File: config.mk
export PLATFORM = sky130hd
export DESIGN_NAME = csr_req_arbiter
export DESIGN_NICKNAME = d
export VERILOG_FILES = /design/src/rtl/csr_req_arbiter.sv
export SDC_FILE = /design/constraint.sdc
export NUM_CORES = 1
export LEC_CHECK = 0
export ABC_CLOCK_PERIOD_IN_PS = 4100
export CAP_MARGIN = 20
export CORE_AREA = 2 2 90 92
export CTS_CLUSTER_DIAMETER = 40
export DETAILED_ROUTE_END_ITERATION = 7
export DIE_AREA = 0 0 92 94
export PLACE_DENSITY = 0.78
export SLEW_MARGIN = 20
export SYNTH_ARGS = -nofsm -noshare
export SYNTH_HDL_FRONTEND = slang
export SYNTH_SLANG_ARGS = --single-unit
export TNS_END_PERCENT = 5
File: constraint.sdc
create_clock -name clk_i -period 4.1 [get_ports clk_i]
set_input_delay 0.82 -clock clk_i [delete_from_list [all_inputs] [get_ports clk_i]]
set_output_delay 0.82 -clock clk_i [all_outputs]
set_load 0.01 [all_outputs]
File: src/rtl/csr_req_arbiter.sv
// csr_req_arbiter: shares one accelerator CSR request/response port between
// NumReq requesters. Round-robin grant, grant locked under back-pressure,
// in-order ID FIFO steering read responses back to the issuing requester.
// Optional performance counters are enabled by defining CSR_ARB_PERF_CNT_EN.
module csr_req_arbiter #(
    parameter int NumReq         = 2,
    parameter int AddrWidth      = 8,
    parameter int DataWidth      = 32,
    parameter int MaxOutstanding = 4
) (
    input  logic                                clk_i,
    input  logic                                rst_ni,
    input  logic [NumReq-1:0][AddrWidth-1:0]    req_addr_i,
    input  logic [NumReq-1:0][DataWidth-1:0]    req_data_i,
    input  logic [NumReq-1:0]                   req_wen_i,
    input  logic [NumReq-1:0]                   req_valid_i,
    output logic [NumReq-1:0]                   req_ready_o,
    output logic [NumReq-1:0][DataWidth-1:0]    rsp_data_o,
    output logic [NumReq-1:0]                   rsp_valid_o,
    input  logic [NumReq-1:0]                   rsp_ready_i,
    output logic [AddrWidth-1:0]                acc_req_addr_o,
    output logic [DataWidth-1:0]                acc_req_data_o,
    output logic                                acc_req_wen_o,
    output logic                                acc_req_valid_o,
    input  logic                                acc_req_ready_i,
    input  logic [DataWidth-1:0]                acc_rsp_data_i,
    input  logic                                acc_rsp_valid_i,
    output logic                                acc_rsp_ready_o
`ifdef CSR_ARB_PERF_CNT_EN
    ,
    output logic [NumReq-1:0][31:0]             grant_cnt_o,
    output logic [31:0]                         stall_cnt_o
`endif
);

    localparam int IdWidth  = $clog2(NumReq);
    localparam int PtrWidth = $clog2(MaxOutstanding);

    logic [IdWidth-1:0]  rr_q;
    logic                lock_q;
    logic [IdWidth-1:0]  lock_idx_q;
    logic [IdWidth-1:0]  sel;
    logic                any_sel;
    logic [NumReq-1:0]   cand;
    int                  scan_idx;

    logic [IdWidth-1:0]  fifo_mem [MaxOutstanding];
    logic [PtrWidth-1:0] wr_ptr_q;
    logic [PtrWidth-1:0] rd_ptr_q;
    logic [PtrWidth:0]   count_q;
    logic                fifo_full;
    logic                fifo_empty;
    logic [IdWidth-1:0]  head;
    logic                hs;
    logic                stall;
    logic                push;
    logic                pop;

    // Fullness looks at the registered count only, so a pop in the same
    // cycle never lets a blocked read through early.
    assign fifo_full  = (count_q == (PtrWidth+1)'(MaxOutstanding));
    assign fifo_empty = (count_q == '0);
    assign head       = fifo_mem[rd_ptr_q];

    generate
        for (genvar gi = 0; gi < NumReq; gi++) begin : g_req
            assign cand[gi]       = req_valid_i[gi] & (req_wen_i[gi] | ~fifo_full);
            assign rsp_data_o[gi] = acc_rsp_data_i;
        end
    endgenerate

    // Pick the locked requester, else the first candidate at or after rr_q.
    always_comb begin
        sel      = '0;
        any_sel  = 1'b0;
        scan_idx = 0;
        if (lock_q) begin
            sel     = lock_idx_q;
            any_sel = req_valid_i[lock_idx_q];
        end else begin
            for (int i = 0; i < NumReq; i++) begin
                scan_idx = (int'(rr_q) + i) % NumReq;
                if (!any_sel && cand[IdWidth'(scan_idx)]) begin
                    any_sel = 1'b1;
                    sel     = IdWidth'(scan_idx);
                end
            end
        end
    end

    // Forward the selected request downstream; everything is zero when idle.
    always_comb begin
        req_ready_o     = '0;
        acc_req_valid_o = any_sel;
        acc_req_addr_o  = '0;
        acc_req_data_o  = '0;
        acc_req_wen_o   = 1'b0;
        if (any_sel) begin
            req_ready_o[sel] = acc_req_ready_i;
            acc_req_addr_o   = req_addr_i[sel];
            acc_req_data_o   = req_data_i[sel];
            acc_req_wen_o    = req_wen_i[sel];
        end
    end

    assign hs    = any_sel & acc_req_ready_i;
    assign stall = any_sel & ~acc_req_ready_i;
    assign push  = hs & ~acc_req_wen_o;
    assign pop   = acc_rsp_valid_i & acc_rsp_ready_o;

    // Route the downstream response to the requester at the FIFO head.
    always_comb begin
        rsp_valid_o     = '0;
        acc_rsp_ready_o = 1'b0;
        if (!fifo_empty) begin
            rsp_valid_o[head] = acc_rsp_valid_i;
            acc_rsp_ready_o   = rsp_ready_i[head];
        end
    end

    // Round-robin pointer advances on a handshake; a stall locks the grant.
    always_ff @(posedge clk_i or negedge rst_ni) begin
        if (!rst_ni) begin
            rr_q       <= '0;
            lock_q     <= 1'b0;
            lock_idx_q <= '0;
        end else if (hs) begin
            rr_q   <= (sel == IdWidth'(NumReq - 1)) ? '0 : sel + 1'b1;
            lock_q <= 1'b0;
        end else if (stall) begin
            lock_q     <= 1'b1;
            lock_idx_q <= sel;
        end
    end

    // ID FIFO storage; contents need no reset because the count gates them.
    always_ff @(posedge clk_i) begin
        if (push) begin
            fifo_mem[wr_ptr_q] <= sel;
        end
    end

    // ID FIFO pointers and occupancy; pointers wrap naturally.
    always_ff @(posedge clk_i or negedge rst_ni) begin
        if (!rst_ni) begin
            wr_ptr_q <= '0;
            rd_ptr_q <= '0;
            count_q  <= '0;
        end else begin
            if (push) wr_ptr_q <= wr_ptr_q + 1'b1;
            if (pop)  rd_ptr_q <= rd_ptr_q + 1'b1;
            if (push && !pop)      count_q <= count_q + 1'b1;
            else if (!push && pop) count_q <= count_q - 1'b1;
        end
    end

`ifdef CSR_ARB_PERF_CNT_EN
    // Per-requester grant counters and a downstream stall-cycle counter.
    always_ff @(posedge clk_i or negedge rst_ni) begin
        if (!rst_ni) begin
            grant_cnt_o <= '0;
            stall_cnt_o <= '0;
        end else begin
            for (int k = 0; k < NumReq; k++) begin
                if (hs && (sel == IdWidth'(k))) begin
                    grant_cnt_o[k] <= grant_cnt_o[k] + 32'd1;
                end
            end
            if (stall) begin
                stall_cnt_o <= stall_cnt_o + 32'd1;
            end
        end
    end
`endif

endmodule
==> results of run 1 <==
## report_power, final
group          total, mW  internal [mW]  switching (mW)  leakage [nW]
clock network      0.118         0.0665          0.0519        0.0231
registers          0.275          0.208          0.0671         0.155
logic               1.44          0.736           0.701          1.02
## routing by layer
metal,vias up,GRT usage
met1,832,0.164
met2,142,0.254
met5,-,0
li1,950,-
met3,7,0.0522
met4,0,0.0236
## worst max path at each step
stage,start,cells after the start,to,slack (ns)
2_1_floorplan,req_wen_i[1],9,count_q[2],1.30
3_3_place_gp,req_wen_i[0],7,acc_req_addr_o[7],0.21
3_5_place_dp,req_wen_i[0],7,acc_req_addr_o[7],0.18
4_1_cts,req_wen_i[0],7,acc_req_addr_o[7],0.18
5_1_grt,req_wen_i[0],7,acc_req_addr_o[7],0.03
6_report,req_wen_i[0],7,acc_req_addr_o[7],0.19
## cells in the final DEF (no fill, tap or decap)
master           count
a211oi_4             1
a21oi_1             42
a2bb2oi_4            1
a31oi_1              1
and2_1               4
and3_1               1
buf_12               1
buf_4                6
clkbuf_8             3
clkdlybuf4s50_1    136
clkinv_1             1
dfrtp_1             10
edfxtp_1             4
fa_1                 1
ha_1                 5
inv_1                7
inv_2                1
mux2_2               2
mux2_4               1
mux2i_1              3
mux4_2               1
nand2_1             82
nand2b_1             1
nand2b_4             1
nand3b_1             2
nor2_1               6
nor3_1               1
nor4b_4              1
o21a_1               1
o21ai_0              3
o21ai_1              1
o22ai_1              1
o31ai_1              1
o32a_4               1
or2_2                1
or2b_1               1
xnor2_1              3
xor2_1               2
## area by class of cell
| cell class | count | area, um^2 |
|---|---|---|
| flip-flops and latches | 14 | 370 |
| repair buffers | 143 | 1430 |
| inverters | 8 | 30.0 |
| clock buffers | 3 | 41.3 |
| fillers | 768 | 4630 |
| multi-input cells | 172 | 982 |
| clock inverters | 1 | 3.75 |
| well taps | 102 | 128 |
## state kept, by name (all words and copies together), names as in the netlist
| name | cells |
|---|---|
| lock_q | 1 |
| rd_ptr_q | 2 |
| rr_q | 1 |
| fifo_mem | 4 |
| count_q | 3 |
| lock_idx_q | 1 |
| wr_ptr_q | 2 |
## kinds of logic (layout without fill, tap and decap cells)
family,count (synthesis),in the layout,share of synthesized area
AOI/OAI and AO/OA,53,53,0.165
xor gates and xnor gates,5,5,0.0229
DFF,14,14,0.194
buffers and inverters,85,155,0.298
adders and majority gates,6,6,0.0433
muxes,7,7,0.0472
and+or+nand+nor,101,101,0.230
## cell usage after synthesis, types with 2 or more instances
cell type and count:
buf_2 7, mux2i_1 3, buf_4 64, dfrtp_1 10, nand2_1 82, xor2_1 2
edfxtp_1 4, xnor2_1 3, o21ai_0 3, a21oi_1 42, mux2_2 2, inv_1 7
ha_1 5, and2_1 4, nor2_1 6, nand3b_1 2, clkbuf_1 6
## per-stage QoR
step | worst slack (ns) | total power, mW
global placement | 0.213 | 1.70
detailed placement | 0.184 | 1.72
floorplan | 1.30 | 1.08
global route | 0.0344 | 1.99
finish | 0.190 | 1.83
CTS | 0.182 | 1.85
==> metrics.txt, run 1 <==
TritonCTS clock tree built; final wirelength 6430 um; total clock buffers created by CTS 3; post-detailed-placement cell area 2940 um^2; input/output buffers 136; amount of wire on met3 after detailed routing 687 um; area of all placed cells without fillers 2980 um^2; cell depth of the worst min-delay path 1; Post-Route Setup TNS 0 ns; post-synth net total 399; data required time of the critical path 3.28 ns; number of buffers inserted for hold repair after clock tree synthesis 0; area overhead of the layout relative to synthesis 56.2%; met1 WL 2510 um; non-filler instance count after layout 443; Lkg Pwr 1.19 nW; die boundary height 94 um; overall routing resource usage 0.142; number of storage elements in the synthesis netlist 14; global placer's final weighted congestion 0.777; endpoint with the worst hold slack rd_ptr_q[1]; Worst Path Arrival 3.09 ns; cell taking the most area after synthesis buf_4; maximum buffer depth of the clock tree 2; via count 1931; post-route DRC violation count 0; Post-DP HPWL 5290 um; unique cell type count in the Yosys netlist 36; Fmax 256 MHz; Critical R2R Launch count_q[2]; vias per cell 4.36; final clock skew 0.000405 ns; CORE AREA 7610 um^2; kind of end point of the critical path output pin; unrepaired setup endpoints after global routing false; Placed Cells incl. Taps 439; width of the chip 92 um; Max-Cap Viols 0; antenna violations before repair 0; ant diodes 0; average detailed-routed wire length per instance 14.5 um; synthesized netlist cell count 271; Least-Margin Pin Slew 0.488 ns; final hold viol count 0; Buffers & Inverters on Critical Path 3; depth of the worst register-to-register path 10; number of setup buffers added after CTS 0; startpoint of the most critical hold path rd_ptr_q[1]; CP peak stage delay 0.58 ns; number of sinks driven by the clock tree 14; share of flip-flops with an asynchronous set or reset 0.714; Reg clk slew, reported paths 0.06 ns; Die Area 8650 um^2; hold slack final 0.491 ns; Slew Viols, Final 0; uppermost layer routed met4; initial detailed-routing violation count 58; cell family with most CP delay buffers and inverters; warnings from Yosys 0; type of element launching the critical path input port; number of enable flip-flop cells after synthesis 4; Slew Limit Headroom 0.674; ordered list of cells on the worst path clkdlybuf4s50_1 -> nor4b_4 -> o21a_1 -> buf_4 -> nand2_1 -> a21oi_1 -> clkdlybuf4s50_1; outcome finished, final reports clean; met2 WL 3190 um; via count of the first global-routing pass 1953; Crit Path Class input port to output pin; type of the worst min-delay path flop to flop; highest net fanout along the worst path 22; net count reported at finish 470; Mean Syn Cell Area 7.05 um^2; capture point of the worst reg-to-reg path count_q[2]; # rows 32; Clock H-tree levels 1; GR Overflow Total 0; Layout Utilization 0.392; Clk Latency, worst-skew pair 0.25 ns; DRT antenna net count 0; crit path max-delay cell type clkdlybuf4s50_1; CTS root buffer clkbuf_8; proportion of layout cells with a drive suffix above 1 0.0616; Initial Utilization 0.251; most frequently used flop master after synthesis dfrtp_1; global-route wire length before repair 9900 um; fraction of the yosys area taken by sequential cells 0.194; post-layout min period 3.91 ns; worst reg-to-reg setup slack 1.44 ns; First-pass DRT Iterations 6; final setup violation count 0; Max IR drop VDD 0.228 mV; proportion of netlist area held by the largest area contributor 0.252; number of top-level pins 233; maximum number of pins on one net before global-route repair 30; Cell Pwr Density 614 nW/um^2; final worst path period share 0.954; Cell Area, Synth 1910 um^2; number of cells upsized or downsized after cts 0; Crit path top cell by count clkdlybuf4s50_1; cell types occupying the most area after synthesis buf_4 (25%), nand2_1 (16%), dfrtp_1 (13%)
(Power assumes the default switching activity.)
==> run 2, diff against run 1 <==
--- a/config.mk
+++ b/config.mk
@@ -7,11 +7,14 @@
 export LEC_CHECK = 0
 export ABC_CLOCK_PERIOD_IN_PS = 4100
 export CAP_MARGIN = 20
-export CORE_AREA = 2 2 90 92
+export CELL_PAD_IN_SITES_DETAIL_PLACEMENT = 0
+export CELL_PAD_IN_SITES_GLOBAL_PLACEMENT = 1
+export CORE_ASPECT_RATIO = 0.5
+export CORE_MARGIN = 2
+export CORE_UTILIZATION = 17
 export CTS_CLUSTER_DIAMETER = 40
 export DETAILED_ROUTE_END_ITERATION = 7
-export DIE_AREA = 0 0 92 94
-export PLACE_DENSITY = 0.78
+export PLACE_DENSITY = 0.87
 export SLEW_MARGIN = 20
 export SYNTH_ARGS = -nofsm -noshare
 export SYNTH_HDL_FRONTEND = slang
==> metrics.txt, run 2 (synthesis results as in run 1) <==
number of top-level pins 233 (unchanged); area of all placed cells without fillers 3080 um^2 (+3.4%); type of the worst min-delay path flop to flop; TritonCTS clock tree built; initial detailed-routing violation count 65 (+12%); gr busiest metal met2; Layout Utilization 0.281 (-0.111); vias per cell 3.91 (-10%); Die Area 12100 um^2 (+40%); maximum buffer depth of the clock tree 2 (unchanged); Post-Route Setup TNS 0 ns (unchanged); ant diodes 0 (unchanged); post-route DRC violation count 0 (unchanged); via count of the first global-routing pass 1940 (-0.67%); max FFs per register 4 (unchanged); Lkg Pwr 1.22 nW (+1.7%); Crit Path Class input port to output pin; maximum number of pins on one net before global-route repair 39 (+30%); Max IR drop VDD 0.187 mV (-18%); global-route met1 utilization 0.125 (-0.0395); Post-DP HPWL 4950 um (-6.4%); highest net fanout along the worst path 13 (-41%); antenna violations before repair 0 (unchanged); unrepaired setup endpoints after global routing false; met2 Usage GRT 0.155 (-0.0998); most common library cell in the layout ignoring fill and taps clkdlybuf4s50_1; Critical R2R Launch count_q[0]; GR Overflow Total 0 (unchanged); Fmax 260 MHz (+1.8%); Least-Margin Pin Slew 0.452 ns (-0.0364 ns); Max-Cap Viols 0 (unchanged); area overhead of the layout relative to synthesis 61.4%; Initial Utilization 0.174 (-0.0771); number of cells upsized or downsized after cts 0 (unchanged); outcome finished, final reports clean; type of element launching the critical path input port; CORE AREA 11000 um^2 (+44%); width of the chip 154 um (+67%); Cell Pwr Density 623 nW/um^2 (+1.4%); average detailed-routed wire length per instance 12.7 um (-13%); Reg clk slew, reported paths 0.04 ns (-0.02 ns); # rows 27 (-16%); first element of the critical path req_valid_i[0]; die boundary height 78.9 um (-16%); global-route wire length before repair 9580 um (-3.3%); final wirelength 6160 um (-4.3%); CTS root buffer clkbuf_16; Slew Limit Headroom 0.698 (+0.0243); post-layout min period 3.84 ns (-0.0684 ns); Worst Path Arrival 3.02 ns (-0.07 ns); number of sinks driven by the clock tree 14 (unchanged); commonest cells after routing, fill and taps aside clkdlybuf4s50_1 (136), nand2_1 (82), a21oi_1 (42), dfrtp_1 (10), inv_1 (7); GR Layer Usage met3 0.0300 (-0.0221); global placer's final weighted congestion 0.707 (-9.0%); via count 1899 (-1.7%); hold slack final 0.500 ns (+0.00973 ns); number of setup buffers added after CTS 0 (unchanged); post-detailed-placement cell area 3000 um^2 (+2.3%); number of buffers inserted for hold repair after clock tree synthesis 0 (unchanged); First-pass DRT Iterations 4 (-2); total clock buffers created by CTS 3 (unchanged); final worst path period share 0.937 (-0.0167); net count reported at finish 470 (unchanged); overall routing resource usage 0.0966 (-0.0453); data required time of the critical path 3.28 ns (about the same); input/output buffers 136 (unchanged); final clock skew 0.00202 ns (+0.00162 ns); Largest regs fifo_mem: 4 flops, count_q: 3 flops; DRT antenna net count 0 (unchanged); Clk Latency, worst-skew pair 0.24 ns (about the same); Slew Viols, Final 0 (unchanged); final setup violation count 0 (unchanged); Clock H-tree levels 1 (unchanged); largest register by flop count fifo_mem; final hold viol count 0 (unchanged); kind of end point of the critical path output pin; startpoint of the most critical hold path rd_ptr_q[1]; proportion of layout cells with a drive suffix above 1 0.0616 (unchanged)
## run 2: final timing paths
kind	endpoint	slack, ns	depth (start not counted)
setup / recovery	acc_req_addr_o[0]	0.26	8
hold / removal	rd_ptr_q[1]	0.50	1
setup reg to reg	count_q[2]	1.44	10
hold reg to reg	rd_ptr_q[1]	0.50	1
max in group asynchronous	rd_ptr_q[0]	2.89	1
min in group asynchronous	rr_q	0.89	1
## run 2: final cells by class
class | count | area (um^2)
Inverter | 8 | 30.0
Clock buffer | 3 | 75.1
Sequential cell | 14 | 370
Tap cell | 145 | 181
Clock inverter | 1 | 3.75
Fill cell | 1178 | 7900
Timing Repair Buffer | 143 | 1440
Multi-Input combinational cell | 172 | 982
## run 2: stage by stage
step,worst slack (ns),power [mW],cells
3_3_place_gp,0.203,1.74,482
2_1_floorplan,1.30,1.08,271
4_1_cts,0.202,1.95,486
3_5_place_dp,0.214,1.75,482
6_report,0.259,1.92,486
5_1_grt,0.0677,2.09,486
## run 2: report_power, final
group          internal [mW]  switching [mW]  leakage, nW
combinational          0.749           0.713         1.02
clock                  0.129          0.0530       0.0385
sequential             0.209          0.0663        0.155
## run 2: worst max-delay path: stages
cell	delay, ns
clkdlybuf4s50_1	0.54
nand3b_1	0.12
o21a_1	0.23
inv_2	0.24
buf_4	0.24
nand2_1	0.08
a21oi_1	0.18
clkdlybuf4s50_1	0.57
## run 2: metal layers
metal  wire, um  vias up  part of all wire
li1           -      954                 -
met1       2720      859              0.44
met2       2970       79              0.48
met3        398        7             0.065
met4         69        0             0.011
met5          0        -                 0
